===== src/rtl/gate_array_pipe.sv =====
// gate_array_pipe: registered WIDTH-bit gate array with valid/ready handshakes, accumulator chaining and flags.
// Optional build macro GATE_ARRAY_POPCOUNT_EN adds the registered out_popcount output.
module gate_array_pipe #(
    parameter int WIDTH = 8,
    parameter int CNT_W = 16
) (
    input  logic             clk,
    input  logic             rst,
    input  logic             in_valid,
    output logic             in_ready,
    input  logic [2:0]       op,
    input  logic [WIDTH-1:0] a,
    input  logic [WIDTH-1:0] b,
    input  logic             acc_sel,
    input  logic             acc_clr,
    output logic             out_valid,
    input  logic             out_ready,
    output logic [WIDTH-1:0] out_data,
    output logic             out_zero,
    output logic             out_ones,
    output logic             out_parity,
`ifdef GATE_ARRAY_POPCOUNT_EN
    output logic [$clog2(WIDTH+1)-1:0] out_popcount,
`endif
    output logic [WIDTH-1:0] acc,
    output logic [CNT_W-1:0] txn_count
);
    logic [WIDTH-1:0] opa, res_d, data_q, acc_q;
    logic             valid_q, zero_q, ones_q, par_q, accept;
    logic [CNT_W-1:0] cnt_q;

    assign in_ready   = !valid_q || out_ready;
    assign accept     = in_valid && in_ready;
    assign opa        = acc_sel ? acc_q : a;
    assign out_valid  = valid_q;
    assign out_data   = data_q;
    assign out_zero   = zero_q;
    assign out_ones   = ones_q;
    assign out_parity = par_q;
    assign acc        = acc_q;
    assign txn_count  = cnt_q;

    // bitwise gate selected by op; NOT ignores b, PASS ignores operand A
    always_comb begin
        res_d = '0;
        case (op)
            3'd0: res_d = opa & b;
            3'd1: res_d = opa | b;
            3'd2: res_d = ~opa;
            3'd3: res_d = ~(opa & b);
            3'd4: res_d = ~(opa | b);
            3'd5: res_d = opa ^ b;
            3'd6: res_d = ~(opa ^ b);
            default: res_d = b;
        endcase
    end

    // result register, flags, counter and accumulator; flags only change with the data they describe
    always_ff @(posedge clk) begin
        if (rst) begin
            valid_q <= 1'b0;
            data_q  <= '0;
            zero_q  <= 1'b0;
            ones_q  <= 1'b0;
            par_q   <= 1'b0;
            acc_q   <= '0;
            cnt_q   <= '0;
        end else begin
            if (accept) begin
                data_q <= res_d;
                zero_q <= res_d == '0;
                ones_q <= &res_d;
                par_q  <= ^res_d;
                cnt_q  <= cnt_q + CNT_W'(1);
            end
            valid_q <= accept || (valid_q && !out_ready);
            if (acc_clr)
                acc_q <= '0;
            else if (accept && acc_sel)
                acc_q <= res_d;
        end
    end

`ifdef GATE_ARRAY_POPCOUNT_EN
    localparam int PC_W = $clog2(WIDTH + 1);
    logic [PC_W-1:0] pc_d, pc_q;
    assign out_popcount = pc_q;

    // number of set bits in the candidate result
    always_comb begin
        pc_d = '0;
        for (int i = 0; i < WIDTH; i++)
            pc_d = pc_d + PC_W'(res_d[i]);
    end

    // popcount register follows out_data exactly
    always_ff @(posedge clk) begin
        if (rst)
            pc_q <= '0;
        else if (accept)
            pc_q <= pc_d;
    end
`endif
endmodule


===== config.mk =====
export PLATFORM = sky130hd
export DESIGN_NAME = gate_array_pipe
export DESIGN_NICKNAME = d
export VERILOG_FILES = /design/src/rtl/gate_array_pipe.sv
export SDC_FILE = /design/constraint.sdc
export NUM_CORES = 1
export LEC_CHECK = 0
export CAP_MARGIN = 25
export CORE_MARGIN = 4
export CORE_UTILIZATION = 63
export DETAILED_ROUTE_END_ITERATION = 6
export DONT_BUFFER_PORTS = 1
export MAX_ROUTING_LAYER = met4
export PLACE_DENSITY = 0.84
export SYNTH_ARGS = -nofsm -noshare
export SYNTH_HDL_FRONTEND = slang
export SYNTH_SLANG_ARGS = --single-unit

===== constraint.sdc =====
create_clock -name clk -period 4.42 [get_ports clk]
set_input_delay 0.221 -clock clk [delete_from_list [all_inputs] [get_ports clk]]
set_output_delay 0.221 -clock clk [all_outputs]
set_load 0.01 [all_outputs]

==> flow_metrics.py <==
metrics = {
    "status": {
        "status": "finished, final reports clean",
    },
    "critical_path": {
        "cp.arrival_ps": 3460,
        "path_cells": "mux2_2, inv_1, ha_1, mux2i_1, nor2_1, o32ai_1, ha_1, xnor2_1, xnor2_1, xnor2_1, or4_1, o311ai_1",
        "setup.worst_path.start_class": "flop",
        "crit_required_ps": 4600,
        "crit_start": "acc[7]$_SDFFE_PP0P_",
        "critPathMaxStageDelay_ps": 560,
        "crit_path_top_delay_cell": "o32ai_1",
        "crit_path_end_kind": "flop",
        "path_class": "flop to flop",
        "path_max_fanout": 4,
        "reg2reg_from": "acc[7]$_SDFFE_PP0P_",
        "crit_path_frequent_cell": "xnor2_1",
    },
    "yosys": {
        "netlist_top_cells_area": "dfxtp_1, ha_1, nand2_1",
        "avgSynthCellArea_sq_um": 7.91,
        "async_flop_share": 0,
        "ys.flop_type": "dfxtp_1",
        "yosysMostFrequentCell": "nand2_1",
        "synth.ff_latch_count": 36,
        "netlist_instances": 305,
        "synth-seq-area-share": 0.299,
        "synth_edf_count": 0,
        "ys_top_cells_by_count": "nand2_1, dfxtp_1, nor2_1",
        "yosysTopAreaCell": "dfxtp_1",
        "syn-num-nets": 352,
        "yosysTopAreaCellShare": 0.299,
        "syn-cell-area_sq_mm": 0.00241,
        "ys_types": 53,
        "yosysWarningCount": 0,
    },
    "sta": {
        "finalSetupViolCount": 0,
        "fin_crit_ps": 3270,
        "clock_skew_ps": 3.51,
        "worst_slew_pin_slew_ps": 743,
        "hold_viol": 0,
        "tns_ps": 0,
        "rsz0062_at_grt": "false",
        "fin_crit_sh": 0.740,
        "slew_headroom": 0.505,
        "finalMaxSlewViolations": 0,
        "holdWs_ps": 9.05,
        "max_freq_mhz": 306,
    },
    "power": {
        "switching_share": 0.277,
        "ir_worst_vdd_uv": 256,
        "power_per_cell_area_mw_per_mm2": 316,
        "p_comb_frac": 0.207,
        "fin_total_pwr_uw": 802,
        "p_int_uw": 579,
        "leakagePower_nw": 1.06,
        "power_frac_seq": 0.443,
        "power_switching_uw": 222,
        "p_clk_frac": 0.350,
    },
    "route": {
        "first_iter_violations": 156,
        "detail-route-antenna-nets": 0,
        "drc": 0,
        "vias": 2089,
        "wire_per_inst_um": 16.1,
        "routed_via_density": 6.00,
        "wl_mm": 5.61,
        "dr.pass1.iters": 4,
    },
    "run": {
        "drv_cap": 0,
    },
    "cts": {
        "cts_buffer_depth": 2,
        "htreeDepth": 2,
        "clock_latency_ps": 280,
        "cts_root_buffer": "clkbuf_8",
        "cts_inserted_buffers": 5,
        "clk_pin_slew_worst_paths_ps": 70,
        "post_cts_resized": 0,
        "cts_tree": "built",
        "cts_hold_buf": 3,
        "cts_sinks": 36,
        "post_cts_buffers": 0,
    },
    "global_route": {
        "first_global_vias": 2002,
        "grt_pass1_wl_mm": 9.25,
        "grt.total_usage": 0.235,
        "grt_max_degree": 31,
        "antenna_found_initial": 0,
        "grt_overflow": 0,
    },
    "placed_design": {
        "dp_hpwl_mm": 4.15,
        "portBuffers": 0,
        "finalWeightedCongestion": 0.853,
        "dpl_cell_area_sq_mm": 0.00239,
    },
    "cells_and_area": {
        "finalInstanceArea_sq_mm": 0.00254,
        "final_nets": 346,
        "syn_to_final_growth_pct": 5.08,
        "drive_gt1_frac": 0.0700,
        "antenna-diode-count": 0,
    },
    "floorplanning": {
        "num_io_pins": 62,
        "dieArea_sq_mm": 0.00489,
        "die_h_um": 69.9,
        "die_w_um": 69.9,
        "initial_core_util": 0.654,
        "core_area_sq_mm": 0.00369,
        "num_rows": 22,
    },
    "worst_hold_path": {
        "worstHoldStart": "rst",
        "hp-class": "input port to flop",
    },
}
-- path summary, 6_finish.rpt --
check                              to  slack [ps]  depth (start not counted)
max           out_parity$_SDFFE_PP0P_        1150                         12
min          out_data[7]$_SDFFE_PP0P_           9                          1
max reg2reg   out_parity$_SDFFE_PP0P_        1150                         12
min reg2reg  out_data[2]$_SDFFE_PP0P_         500                          2
-- registers in the layout, indices dropped and copies added, names as in the netlist --
name / flops
txn_count: 16
acc: 8
out_parity: 1
out_ones: 1
out_valid: 1
out_data: 8
out_zero: 1
-- layout make-up --
type | instances | area [sq um]
Inverter | 25 | 93.8
Clock inverter | 2 | 35.0
Timing Repair Buffer | 4 | 40.0
Sequential cell | 36 | 721
Fill cell | 322 | 1150
Tap cell | 48 | 60.1
Clock buffer | 6 | 72.6
Multi-Input combinational cell | 227 | 1510
-- power by group through the flow --
stage	clock, mW	combinational [mW]	sequential [mW]
after CTS	0.283	0.163	0.356
after global routing	0.297	0.182	0.358
after detailed placement	0	0.156	0.363
final	0.281	0.166	0.356
after global placement	0	0.148	0.363
after floorplan	0	0.144	0.360
-- routing by layer --
layer / GRT usage / routed length (um) / share of wire / vias to the layer above
met5: - / 0 / 0 / -
met1: 0.278 / 2330 / 0.41 / 972
met3: 0.0576 / 386 / 0.069 / 10
met2: 0.402 / 2830 / 0.50 / 67
li1: - / - / - / 1040
met4: 0.0574 / 63 / 0.011 / 0
-- per-stage QoR --
stage,setup WS [ps],util,std cells
floorplan,1290,-,305
global placement,1480,0.648,336
detailed placement,1200,0.648,336
CTS,1190,0.685,347
global route,991,0.688,348
finish,1150,0.688,348
-- kinds of logic after synthesis --
| group | count (synthesis) | synth area share |
|---|---|---|
| AND/OR/NAND/NOR | 117 | 0.228 |
| AO/OA/AOI/OAI | 57 | 0.164 |
| buffers and inverters | 42 | 0.0741 |
| flip-flops | 36 | 0.299 |
| adder cells (fa/ha/maj) | 22 | 0.114 |
| XOR/XNOR | 18 | 0.0653 |
| multiplexers | 13 | 0.0560 |
-- cell usage in the layout (no fill, tap or decap), drive strengths merged, types with 6 or more instances in the layout --
cell,instances
a21oi,21
clkbuf,6
dfxtp,36
ha,22
inv,24
mux2i,9
nand2,38
nand3,17
nor2,36
o21ai,7
xnor2,6
xor2,12
-- critical path: cells and delay by family, from the launching register on --
family | cells | cell delay (ps)
DFF | 1 | 420
xor gates and xnor gates | 3 | 500
muxes | 2 | 390
adders and majority gates | 2 | 660
and+or+nand+nor | 2 | 490
AOI/OAI and AO/OA | 2 | 670
buffers and inverters | 1 | 50
(Power assumes the default switching activity.)
